`src/rtl/cpu_dbg_master_pkg.sv`:
```
// Shared definitions for the CPU debug master: command encodings, FSM states,
// single-step pulse width and op classification helpers.
package cpu_dbg_master_pkg;

  typedef enum logic [2:0] {
    OP_RD_DM = 3'd0,
    OP_RD_IM = 3'd1,
    OP_RD_RF = 3'd2,
    OP_WR_DM = 3'd3,
    OP_WR_IM = 3'd4,
    OP_RD_PC = 3'd5,
    OP_STEP  = 3'd6
  } op_e;

  typedef enum logic [2:0] {
    S_IDLE,
    S_SETUP,
    S_STROBE,
    S_HOLD,
    S_RD_WAIT,
    S_RESP
  } state_e;

  localparam int unsigned STEP_W = 4;

  function automatic logic is_write(op_e op);
    return (op == OP_WR_DM) || (op == OP_WR_IM);
  endfunction

  function automatic logic is_read(op_e op);
    return (op == OP_RD_DM) || (op == OP_RD_IM) || (op == OP_RD_RF) || (op == OP_RD_PC);
  endfunction

endpackage

```
`src/rtl/cpu_dbg_master_if.sv`:
```
// Command/response handshake between the serial debug parser/transmitter
// (master side) and cpu_dbg_master (slave side).
interface cpu_dbg_master_if;
  logic        cmd_valid;
  logic        cmd_ready;
  logic [2:0]  cmd_op;
  logic [31:0] cmd_addr;
  logic [31:0] cmd_wdata;
  logic [7:0]  cmd_len;
  logic        rsp_valid;
  logic        rsp_ready;
  logic [31:0] rsp_data;
  logic        rsp_last;

  modport master (
    output cmd_valid, cmd_op, cmd_addr, cmd_wdata, cmd_len, rsp_ready,
    input  cmd_ready, rsp_valid, rsp_data, rsp_last
  );

  modport slave (
    input  cmd_valid, cmd_op, cmd_addr, cmd_wdata, cmd_len, rsp_ready,
    output cmd_ready, rsp_valid, rsp_data, rsp_last
  );
endinterface

```
`src/rtl/cpu_dbg_master_addr_ctr.sv`:
```
// Loadable 32-bit incrementing address counter with an 8-bit remaining-word
// count; last is high when the current word is the final one of the burst.
module dbg_addr_ctr (
  input  logic        clk,
  input  logic        rstn,
  input  logic        load,
  input  logic [31:0] load_addr,
  input  logic [7:0]  load_cnt,
  input  logic        inc,
  output logic [31:0] cur_addr,
  output logic        last
);
  logic [7:0] remain;

  always_ff @(posedge clk or negedge rstn) begin
    if (!rstn) begin
      cur_addr <= '0;
      remain   <= '0;
    end else if (load) begin
      cur_addr <= load_addr;
      remain   <= load_cnt;
    end else if (inc) begin
      cur_addr <= cur_addr + 32'd1;
      remain   <= remain - 8'd1;
    end
  end

  assign last = (remain == '0);
endmodule

```
`src/rtl/cpu_dbg_master.sv`:
```
// CPU debug-port master: turns parser commands into strobed writes and burst
// reads of the CPU debug port. CPU_DBG_MASTER_STEP_EN adds clk_step and op STEP.
module cpu_dbg_master
  import cpu_dbg_master_pkg::*;
(
  input  logic                   clk,
  input  logic                   rstn,
  cpu_dbg_master_if.slave        bus,
  output logic                   debug,
  output logic [31:0]            addr,
  output logic [31:0]            din,
  output logic                   we_dm,
  output logic                   we_im,
  output logic                   clk_ld,
  input  logic [31:0]            dout_dm,
  input  logic [31:0]            dout_im,
  input  logic [31:0]            dout_rf,
  input  logic [31:0]            pc_chk,
  output logic                   busy
`ifdef CPU_DBG_MASTER_STEP_EN
  ,
  output logic                   clk_step
`endif
);
  state_e      state;
  op_e         op_q;
  op_e         cmd_op;
  logic        accept;
  logic        ctr_load;
  logic        ctr_inc;
  logic        ctr_last;
  logic [31:0] ctr_ld_addr;
  logic [7:0]  ctr_ld_cnt;
  logic [31:0] rd_word;

  assign cmd_op        = op_e'(bus.cmd_op);
  assign accept        = (state == S_IDLE) && bus.cmd_valid;
  assign bus.cmd_ready = (state == S_IDLE);
  assign busy          = (state != S_IDLE);

  // Writes and RD_PC load a zero count; RD_PC reloads the current address so addr holds.
  assign ctr_load    = accept && (is_read(cmd_op) || is_write(cmd_op));
  assign ctr_ld_addr = (cmd_op == OP_RD_PC) ? addr : bus.cmd_addr;
  assign ctr_ld_cnt  = (is_read(cmd_op) && cmd_op != OP_RD_PC) ? bus.cmd_len : '0;
  assign ctr_inc     = (state == S_RESP) && bus.rsp_ready && !ctr_last;

  dbg_addr_ctr u_ctr (
    .clk       (clk),
    .rstn      (rstn),
    .load      (ctr_load),
    .load_addr (ctr_ld_addr),
    .load_cnt  (ctr_ld_cnt),
    .inc       (ctr_inc),
    .cur_addr  (addr),
    .last      (ctr_last)
  );

  always_comb begin
    rd_word = pc_chk;
    case (op_q)
      OP_RD_DM: rd_word = dout_dm;
      OP_RD_IM: rd_word = dout_im;
      OP_RD_RF: rd_word = dout_rf;
      default:  ;
    endcase
  end

`ifdef CPU_DBG_MASTER_STEP_EN
  localparam int unsigned STEP_CNT_W = $clog2(STEP_W);
  logic [STEP_CNT_W-1:0] step_cnt;
`endif

  always_ff @(posedge clk or negedge rstn) begin
    if (!rstn) begin
      state         <= S_IDLE;
      op_q          <= OP_RD_DM;
      din           <= '0;
      we_dm         <= 1'b0;
      we_im         <= 1'b0;
      clk_ld        <= 1'b0;
      debug         <= 1'b0;
      bus.rsp_valid <= 1'b0;
      bus.rsp_last  <= 1'b0;
      bus.rsp_data  <= '0;
`ifdef CPU_DBG_MASTER_STEP_EN
      clk_step      <= 1'b0;
      step_cnt      <= '0;
`endif
    end else begin
      case (state)
        S_IDLE: if (accept) begin
          op_q  <= cmd_op;
          debug <= 1'b1;
          if (is_write(cmd_op)) begin
            din   <= bus.cmd_wdata;
            we_dm <= (cmd_op == OP_WR_DM);
            we_im <= (cmd_op == OP_WR_IM);
            state <= S_SETUP;
          end else if (is_read(cmd_op)) begin
            state <= S_SETUP;
          end
`ifdef CPU_DBG_MASTER_STEP_EN
          else if (cmd_op == OP_STEP) begin
            clk_step <= 1'b1;
            step_cnt <= STEP_CNT_W'(STEP_W - 1);
            state    <= S_STROBE;
          end
`endif
          else begin
            state <= S_HOLD;
          end
        end
        S_SETUP: begin
          if (is_write(op_q)) begin
            clk_ld <= 1'b1;
            state  <= S_STROBE;
          end else begin
            state  <= S_RD_WAIT;
          end
        end
        S_STROBE: begin
`ifdef CPU_DBG_MASTER_STEP_EN
          // STEP reuses STROBE as its pulse-timing state; clk_ld stays low.
          if (op_q == OP_STEP) begin
            if (step_cnt == '0) begin
              clk_step <= 1'b0;
              debug    <= 1'b0;
              state    <= S_IDLE;
            end else begin
              step_cnt <= step_cnt - 1'b1;
            end
          end else
`endif
          begin
            clk_ld <= 1'b0;
            state  <= S_HOLD;
          end
        end
        S_HOLD: begin
          we_dm <= 1'b0;
          we_im <= 1'b0;
          debug <= 1'b0;
          state <= S_IDLE;
        end
        S_RD_WAIT: begin
          bus.rsp_data  <= rd_word;
          bus.rsp_valid <= 1'b1;
          bus.rsp_last  <= ctr_last;
          state         <= S_RESP;
        end
        S_RESP: if (bus.rsp_ready) begin
          bus.rsp_valid <= 1'b0;
          bus.rsp_last  <= 1'b0;
          if (ctr_last) begin
            debug <= 1'b0;
            state <= S_IDLE;
          end else begin
            state <= S_SETUP;
          end
        end
        default: state <= S_IDLE;
      endcase
    end
  end
endmodule

```
`src/flat_wrapper.sv`:
```
// flat-port wrapper written by rule: the top's interface ports become plain ports
module cpu_dbg_master_flat import cpu_dbg_master_pkg::*;
  (clk, rstn, debug, addr, din, we_dm, we_im, clk_ld, dout_dm, dout_im, dout_rf, pc_chk, busy, bus_cmd_valid, bus_cmd_op, bus_cmd_addr, bus_cmd_wdata, bus_cmd_len, bus_rsp_ready, bus_cmd_ready, bus_rsp_valid, bus_rsp_data, bus_rsp_last);
  cpu_dbg_master_if bus_i ();
  input  logic clk;
  input  logic rstn;
  output logic debug;
  output logic [31:0] addr;
  output logic [31:0] din;
  output logic we_dm;
  output logic we_im;
  output logic clk_ld;
  input  logic [31:0] dout_dm;
  input  logic [31:0] dout_im;
  input  logic [31:0] dout_rf;
  input  logic [31:0] pc_chk;
  output logic busy;
  input wire logic [$bits(bus_i.cmd_valid)-1:0] bus_cmd_valid;
  input wire logic [$bits(bus_i.cmd_op)-1:0] bus_cmd_op;
  input wire logic [$bits(bus_i.cmd_addr)-1:0] bus_cmd_addr;
  input wire logic [$bits(bus_i.cmd_wdata)-1:0] bus_cmd_wdata;
  input wire logic [$bits(bus_i.cmd_len)-1:0] bus_cmd_len;
  input wire logic [$bits(bus_i.rsp_ready)-1:0] bus_rsp_ready;
  output wire logic [$bits(bus_i.cmd_ready)-1:0] bus_cmd_ready;
  output wire logic [$bits(bus_i.rsp_valid)-1:0] bus_rsp_valid;
  output wire logic [$bits(bus_i.rsp_data)-1:0] bus_rsp_data;
  output wire logic [$bits(bus_i.rsp_last)-1:0] bus_rsp_last;
  assign bus_i.cmd_valid = bus_cmd_valid;
  assign bus_i.cmd_op = bus_cmd_op;
  assign bus_i.cmd_addr = bus_cmd_addr;
  assign bus_i.cmd_wdata = bus_cmd_wdata;
  assign bus_i.cmd_len = bus_cmd_len;
  assign bus_i.rsp_ready = bus_rsp_ready;
  assign bus_cmd_ready = bus_i.cmd_ready;
  assign bus_rsp_valid = bus_i.rsp_valid;
  assign bus_rsp_data = bus_i.rsp_data;
  assign bus_rsp_last = bus_i.rsp_last;
  cpu_dbg_master u_core (.clk(clk), .rstn(rstn), .bus(bus_i), .debug(debug), .addr(addr), .din(din), .we_dm(we_dm), .we_im(we_im), .clk_ld(clk_ld), .dout_dm(dout_dm), .dout_im(dout_im), .dout_rf(dout_rf), .pc_chk(pc_chk), .busy(busy));
endmodule
```
`config.mk`:
```
export PLATFORM = sky130hd
export DESIGN_NAME = cpu_dbg_master_flat
export DESIGN_NICKNAME = d
export VERILOG_FILES = /design/src/rtl/cpu_dbg_master_pkg.sv /design/src/rtl/cpu_dbg_master_if.sv /design/src/rtl/cpu_dbg_master_addr_ctr.sv /design/src/rtl/cpu_dbg_master.sv /design/src/flat_wrapper.sv
export SDC_FILE = /design/constraint.sdc
export NUM_CORES = 1
export LEC_CHECK = 0
export CELL_PAD_IN_SITES_DETAIL_PLACEMENT = 0
export CELL_PAD_IN_SITES_GLOBAL_PLACEMENT = 1
export CORE_UTILIZATION = 32
export DETAILED_ROUTE_END_ITERATION = 16
export PLACE_DENSITY = 0.95
export SLEW_MARGIN = 20
export SYNTH_ARGS = -nofsm -noshare
export SYNTH_HDL_FRONTEND = slang
export SYNTH_SLANG_ARGS = --single-unit
```
`constraint.sdc`:
```
create_clock -name clk -period 4.3 [get_ports clk]
set_input_delay 1.075 -clock clk [delete_from_list [all_inputs] [get_ports clk]]
set_output_delay 1.075 -clock clk [all_outputs]
set_load 0.01 [all_outputs]
```
==> flow_summary.toml, run 1 <==
[routing]
viasPerCell = 5.250
wl_per_cell_microns = 17.68
drtPass1Iterations = 5
antenna_left = 0
drt-initial-drc-count = 454
drt_wl_total_mm = 22.46
dr_total_vias = 6668
drc_errors = 0

[job]
cap_viol_max_count = 0

[floorplanning]
ios = 311
die-area_sq_um = 20760
placeableCoreArea_sq_um = 19650
rows = 51
die_w_microns = 144.1
die_h_microns = 144.1
initial_utilization_pct = 32.87

[layout]
multi_input_area_sq_um = 3321
final_area_sq_um = 10460
areaGrowthSynthToFinish_pct = 61.91
layout.cells.non_filler = 1270
final_nets = 1200
n_fill_cell = 1821
drive_gt1_share_pct = 9.861
utilization_pct = 53.23
ff_latch_area_sq_um = 2904

[sta]
setup_tns_ns = 0
setup_viol_count_final = 0
maxSlewHeadroom_pct = 40.85
max_freq_mhz = 305.8
drv_slew = 0
fin_ws_ns = 1.030
tightest_slew_ns = 0.8873
grt_setup_unrepaired = "false"
finalHoldViolCount = 0
skew_ns = 0.01452
hold_slack_ns = 0.4844
fin_crit_ns = 3.270
finalCritPeriodShare_pct = 76.05

[synthesis]
synth.most_common_cell = "dfrtp_1"
synthCells = 698
ys.flop_type = "dfrtp_1"
yosys-top-cells-area = "dfrtp_1 (45%), mux2_2 (6.1%), mux2i_1 (5.3%)"
syn_area_per_cell_sq_um = 9.257
synth_cell_type_count = 57
synth_top_cell_by_area = "dfrtp_1"
yosys_warnings = 0
syn_nets = 907
synth_common_cells = "dfrtp_1 (116), nand2_1 (73), nor2_1 (68), a21oi_1 (66)"
synth_seq_cells = 116
async_flop_share_pct = 100.0
synth_seq_area_share_pct = 44.93
synth_top_area_share_pct = 44.93
synth_area_sq_um = 6461
synth_edf_count = 0

[global_routing]
first_global_vias = 6376
antenna_found_initial = 0
grt_max_degree = 70
overflow = 0
grt_pass1_wl_mm = 34.24
grtUsageTotal_pct = 21.54

[setup_path]
end_kind = "register"
cp_max_fo = 18
worst-setup-path-type = "in2reg"
worstPathArrival_ns = 3.57
required_ns = 4.60
critPathLaunchType = "primary input"

[clock_network]
hold_buffers = 0
cts_setup_buffers = 0
cts-resized-gates = 0
cts_sinks = 116
tritoncts = "built"
cts_root_buffer = "clkbuf_16"
clock_path_buffers = 2
htreeDepth = 4
clkTransAtPathRegs_ns = 0.06
cts_buffers = 17
worstSkewPairLatency_ns = 0.41

[place]
io_buffer_count = 310
gp_congestion = 0.8440
post-place-ws_ns = 0.6448
dpl.hpwl_mm = 17.08
placed_cells = 1237
placed_cell_area_sq_um = 9834

[power_and_ir_drop]
powerDensity_nw_per_um2 = 670.0
total_power_mw = 7.009
leakage_nw = 4.161
ir_drop_uv = 317.1

[status]
outcome = "complete, no violations"

[hold_path]
hp-class = "reg2reg"
## state kept, by name, summed over array words and instances, names as in the netlist, 3 cells and up
name and count:
u_core.bus.rsp_data 32, u_core.din 32, u_core.u_ctr.cur_addr 32, u_core.u_ctr.remain 8, u_core.op_q 3, u_core.state 3
## critical path, stage by stage
cell and delay [ns]:
clkdlybuf4s50_1 0.54, nor4b_4 0.48, and2_2 0.29, buf_4 0.23, o21a_1 0.32, buf_4 0.27, o21ai_0 0.11, a22o_1 0.24
## kinds of logic after synthesis
family | after synthesis | share of synthesized area [%]
flip-flops | 116 | 44.93
adder cells (fa/ha/maj) | 2 | 0.3872
AO/OA/AOI/OAI | 224 | 22.62
multiplexers | 69 | 11.37
buffers and inverters | 62 | 3.989
AND/OR/NAND/NOR | 218 | 15.76
XOR/XNOR | 7 | 0.9489
## path summary, 6_finish.rpt
kind	slack, ns	depth (start not counted)	end	from
max	1.03	8	u_core.u_ctr.cur_addr[6]$_DFFE_PN0P_	bus_cmd_valid
min	0.48	1	u_core.bus.rsp_data[5]$_DFFE_PN0P_	u_core.bus.rsp_data[5]$_DFFE_PN0P_
max reg2reg	1.59	7	u_core.u_ctr.cur_addr[6]$_DFFE_PN0P_	u_core.state[1]$_DFFE_PN0P_
min reg2reg	0.48	1	u_core.bus.rsp_data[5]$_DFFE_PN0P_	u_core.bus.rsp_data[5]$_DFFE_PN0P_
max in group asynchronous	2.71	2	u_core.op_q[1]$_DFFE_PN0P_	rstn
min in group asynchronous	0.79	1	u_core.u_ctr.cur_addr[27]$_DFFE_PN0P_	rstn
## layout make-up
cell class,instances,share of cell area [%]
Sequential cell,116,27.76
Inverter,8,0.2870
Tap cell,265,3.169
Antenna cell,1,0.02392
Clock buffer,20,4.365
Timing Repair Buffer,328,31.05
Clock inverter,12,1.603
Multi-Input combinational cell,520,31.74
## cell usage in the layout, fill, tap and decap left out, drive strengths merged, types with 20 or more instances in the layout
cell type and count:
o211ai 34, o21ai 32, mux2i 34, nand3 26, clkbuf 20, o21a 35
mux2 35, clkdlybuf4s50 309, nor2 68, a21oi 66, nand2 73, dfrtp 116
## report_power, final
part / total [mW] / switching [mW] / internal, mW
logic: 3.44 / 1.63 / 1.81
registers: 2.09 / 0.468 / 1.62
clock network: 1.48 / 0.529 / 0.953
total: 7.01 / 2.63 / 4.38
## layer usage
layer  wire length, microns  GRT usage (%)
met1                   8928          24.95
met2                  11520          37.99
met3                   1421          5.530
met4                    588          8.007
met5                      0              0
Power figures use the tool's default switching activity.
==> inputs of run 2 (changes only) <==
Settings changed: CORE_UTILIZATION 32 to 30, PLACE_DENSITY 0.95 to 0.9.
Clock period 4.3 ns to 3.1 ns, I/O delays scaled along.
==> run 2 against run 1 <==
Sequential power rose by 42%. Highest routed layer unchanged. Sequential cell count stayed put. Non-clock buffer count increased by 9. Count of clock-buffer cells in the layout increased by 1. Worst hold slack got worse by 0.24 ns. Critical path depth shrank 5. Largest cell class is now non-clock buffers.
==> flow_summary.toml, run 2 (same netlist as run 1, synthesis figures left out) <==
[status]
outcome = "complete, no violations"

[place]
placed_cells = 1256
dpl.hpwl_mm = 17.16
gp_congestion = 0.8567
io_buffer_count = 310

[setup_path]
worstPathArrival_ns = 1.98
critPathLaunchType = "register"
required_ns = 2.32
end_kind = "output pin"
worst-setup-path-type = "reg2out"
cp_max_fo = 11

[global_routing]
overflow = 0
grt_pass1_wl_mm = 35.24
antenna_found_initial = 0
grt_max_degree = 65
grt.busiest_layer = "met2"
grtUsageTotal_pct = 20.46
met1_usage_pct = 25.31
grtUsageMet2_pct = 35.02
use_met3_pct = 4.495
first_global_vias = 6598

[routing]
dr_total_vias = 6509
drtPass1Iterations = 4
drc_errors = 0
drt-initial-drc-count = 311
drt_wl_total_mm = 22.48
wl_per_cell_microns = 17.45
viasPerCell = 5.054
antenna_left = 0

[sta]
finalHoldViolCount = 0
tightest_slew_ns = 0.6276
max_freq_mhz = 363.1
drv_slew = 0
skew_ns = 0.01043
grt_setup_unrepaired = "false"
finalCritPeriodShare_pct = 88.85
setup_tns_ns = 0
maxSlewHeadroom_pct = 58.00
fin_crit_ns = 2.754
setup_viol_count_final = 0

[floorplanning]
rows = 53
die_h_microns = 148.8
placeableCoreArea_sq_um = 21090
ios = 311
die_w_microns = 148.8
initial_utilization_pct = 30.64
die-area_sq_um = 22130

[clock_network]
cts_buffers = 17
cts-resized-gates = 0
clkTransAtPathRegs_ns = 0.06
cts_sinks = 116
cts_root_buffer = "clkbuf_16"
clock_path_buffers = 2
tritoncts = "built"
worstSkewPairLatency_ns = 0.41
hold_buffers = 0
cts_setup_buffers = 0
htreeDepth = 4

[power_and_ir_drop]
leakage_nw = 4.191
ir_drop_uv = 440.9
powerDensity_nw_per_um2 = 916.9

[hold_path]
hp-class = "in2async"

[layout]
drive_gt1_share_pct = 10.66
final_nets = 1209
most-common-layout-cells = "clkdlybuf4s50_1 (309), dfrtp_1 (115), nand2_1 (72)"
final_common_cell = "clkdlybuf4s50_1"
areaGrowthSynthToFinish_pct = 62.82
reg_top3 = "u_core.bus.rsp_data (32), u_core.din (32), u_core.u_ctr.cur_addr (32)"
layout.cells.non_filler = 1288
num_antenna_cells = 0

[job]
cap_viol_max_count = 0
-- run 2: cell types whose count changed in the layout (fill, tap and decap cells not counted) --
| cell | delta |
|---|---|
| nor2b_4 | -1 |
| bufinv_16 | -2 |
| buf_4 | +7 |
| clkbuf_8 | +1 |
| clkinv_4 | -2 |
| diode_2 | -1 |
| clkinvlp_4 | +1 |
| nor2b_2 | +1 |
| buf_12 | +2 |
| inv_6 | +2 |
-- run 2: path summary, 6_finish.rpt --
check	depth (start not counted)	slack [ns]	from	endpoint
max in group asynchronous	2	2.10	rstn	u_core.u_ctr.remain[6]$_DFFE_PN0P_
setup / recovery	3	0.35	u_core.state[0]$_DFFE_PN0P_	bus_cmd_ready
setup reg to reg	6	0.84	u_core.u_ctr.cur_addr[1]$_DFFE_PN0P_	u_core.u_ctr.cur_addr[26]$_DFFE_PN0P_
hold / removal	1	0.25	rstn	u_core.u_ctr.cur_addr[17]$_DFFE_PN0P_
hold reg to reg	1	0.48	u_core.bus.rsp_data[7]$_DFFE_PN0P_	u_core.bus.rsp_data[7]$_DFFE_PN0P_
min in group clk	1	0.48	u_core.bus.rsp_data[7]$_DFFE_PN0P_	u_core.bus.rsp_data[7]$_DFFE_PN0P_
-- run 2: cell type report --
cell class / instances / area [sq um]
clock buffers: 21 / 470.5
clock inverters: 11 / 115.1
fillers: 1960 / 10570
inverters: 8 / 30.03
multi-input cells: 520 / 3316
flip-flops and latches: 116 / 2904
well taps: 275 / 344.1
repair buffers: 337 / 3341
-- run 2: report_power, final --
part	internal, mW	switching [mW]	leakage, nW
clock network	1.18	0.748	0.282
registers	2.24	0.714	1.36
logic	2.56	2.20	2.55
-- run 2: metrics by stage --
stage / worst slack [ns] / hold slack (ns) / total power [mW] / instance area (sq um) / util (%)
after floorplan: 0.9545 / 0.4794 / 5.365 / 6461 / -
after global placement: 0.4336 / 0.4735 / 7.681 / 9935 / 47.11
after detailed placement: 0.3524 / 0.4787 / 7.768 / 9935 / 47.11
after CTS: 0.3249 / 0.2382 / 9.756 / 10520 / 49.89
after global routing: 0.2780 / 0.2442 / 10.31 / 10520 / 49.89
final: 0.3457 / 0.2466 / 9.646 / 10520 / 49.89
-- run 2: routing by layer --
metal	part of all wire, %	vias to the layer above
li1	-	3173
met1	43	3102
met2	50	205
met4	2.4	0
met5	0	-
met3	5.2	29
-- run 2: critical path, cell delays in order (launching register included) --
cell and delay (ns):
dfrtp_1 0.51, or3_1 0.47, inv_1 0.07, clkdlybuf4s50_1 0.52
==> inputs of run 3 (changes only) <==
Settings changed: CORE_MARGIN set to 2.
==> run 3 against run 2 <==
Die area rose by 2.7%. Sequential share of layout area barely moved. Highest routed layer is now met5. Count of clock-buffer cells in the layout rose by 1. Wire length rose by 1.5%. Combinational power rose by 0.8%. Via count barely moved. Final cell count fell by 0.23%. Global-route usage fell by 0.58 points.
==> flow_summary.toml, run 3 (same netlist as run 1, synthesis figures left out) <==
[floorplanning]
die_h_microns = 150.8
ios = 311
initial_utilization_pct = 30.64
die_w_microns = 150.8
die-area_sq_um = 22730
rows = 53
placeableCoreArea_sq_um = 21090

[routing]
dr_total_vias = 6507
viasPerCell = 5.064
drt-initial-drc-count = 430
drt_wl_total_mm = 22.80
antenna_left = 0
drtPass1Iterations = 5
wl_per_cell_microns = 17.74
drc_errors = 0

[clock_network]
cts_buffers = 17
cts-resized-gates = 0
cts_setup_buffers = 0
tritoncts = "built"
worstSkewPairLatency_ns = 0.42
cts_sinks = 116
cts_root_buffer = "clkbuf_16"
htreeDepth = 4
hold_buffers = 0
clkTransAtPathRegs_ns = 0.05
clock_path_buffers = 2

[layout]
areaGrowthSynthToFinish_pct = 62.80
reg_top3 = "u_core.bus.rsp_data (32), u_core.din (32), u_core.u_ctr.cur_addr (32)"
layout.cells.non_filler = 1285
final_nets = 1206
final_common_cell = "clkdlybuf4s50_1"
drive_gt1_share_pct = 10.10
utilization_pct = 49.88
final_area_sq_um = 10520
num_antenna_cells = 0
most-common-layout-cells = "clkdlybuf4s50_1 (309), dfrtp_1 (115), nand2_1 (72)"

[sta]
hold_slack_ns = 0.4451
setup_viol_count_final = 0
maxSlewHeadroom_pct = 45.76
fin_crit_ns = 2.750
max_freq_mhz = 363.7
tightest_slew_ns = 0.8135
setup_tns_ns = 0
finalHoldViolCount = 0
grt_setup_unrepaired = "false"
finalCritPeriodShare_pct = 88.70
skew_ns = 0.01236
drv_slew = 0

[global_routing]
overflow = 0
first_global_vias = 6415
grt_max_degree = 117
grt.busiest_layer = "met2"
grtUsageTotal_pct = 19.88
antenna_found_initial = 1
use_met3_pct = 4.727
grt_pass1_wl_mm = 34.77
met1_usage_pct = 24.37
grtUsageMet2_pct = 34.23

[place]
dpl.hpwl_mm = 17.33
placed_cells = 1253
gp_congestion = 0.8933
placed_cell_area_sq_um = 9937
io_buffer_count = 310

[setup_path]
r2r-start = "u_core.u_ctr.remain[4]$_DFFE_PN0P_"
worstPathArrival_ns = 1.97
worst-setup-path-type = "reg2out"
crit_start = "u_core.state[0]$_DFFE_PN0P_"
critPathLaunchType = "register"
required_ns = 2.32
end_kind = "output pin"
cp_max_fo = 11

[power_and_ir_drop]
clockPowerShare_pct = 19.9
p_int_mw = 6.027
power.switching_mw = 3.621
seqPwrFrac_pct = 30.3
pwr-share-comb_pct = 49.7
ir_drop_uv = 396.2
powerDensity_nw_per_um2 = 917.2
p_sw_share_pct = 37.53
leakage_nw = 4.174

[hold_path]
hp-class = "in2async"

[job]
cap_viol_max_count = 0

[status]
outcome = "complete, no violations"
==> run 3: through the flow <==
stage / setup WS [ns] / total power [mW]
5_1_grt: 0.2579 / 10.31
2_1_floorplan: 0.9545 / 5.365
3_3_place_gp: 0.2024 / 7.694
3_5_place_dp: 0.1488 / 7.786
6_report: 0.3504 / 9.648
4_1_cts: 0.3295 / 9.744
==> run 3: worst paths after layout <==
path                                                              end  slack, ns  cells after the start
max in group asynchronous          u_core.u_ctr.remain[6]$_DFFE_PN0P_       2.14                      2
worst max register to register  u_core.u_ctr.cur_addr[31]$_DFFE_PN0P_       0.84                      5
worst min-delay path              u_core.bus.rsp_data[20]$_DFFE_PN0P_       0.45                      2
min in group clk                     u_core.bus.rsp_valid$_DFFE_PN0P_       0.48                      1
worst min register to register       u_core.bus.rsp_valid$_DFFE_PN0P_       0.48                      1
worst max-delay path                                    bus_cmd_ready       0.35                      3
==> run 3: layout make-up <==
class / instances / area, sq um
inverter: 8 / 30.03
tap: 275 / 344.1
fill: 1956 / 10570
clock inverter: 10 / 127.6
clock buffer: 22 / 454.2
timing repair buffer: 334 / 3343
sequential: 116 / 2904
multi-input combinational: 520 / 3316
==> run 3: per-layer routing <==
| layer | up-vias | routed length, microns |
|---|---|---|
| li1 | 3159 | - |
| met1 | 3087 | 9380 |
| met2 | 220 | 11400 |
| met3 | 39 | 1380 |
| met4 | 2 | 628 |
| met5 | - | 12 |
==> run 3: critical path, cell delays in order, from the launching register on <==
cell             delay, ns
dfrtp_1               0.51
or3_1                 0.46
inv_1                 0.07
clkdlybuf4s50_1       0.52
==> run 3: power groups by stage <==
stage	combinational (mW)	sequential, mW	clock (mW)
after CTS	4.85	2.93	1.96
after global routing	5.24	3.04	2.03
after detailed placement	4.83	2.95	0
after floorplan	2.32	3.04	0
after global placement	4.77	2.92	0
final	4.80	2.93	1.92
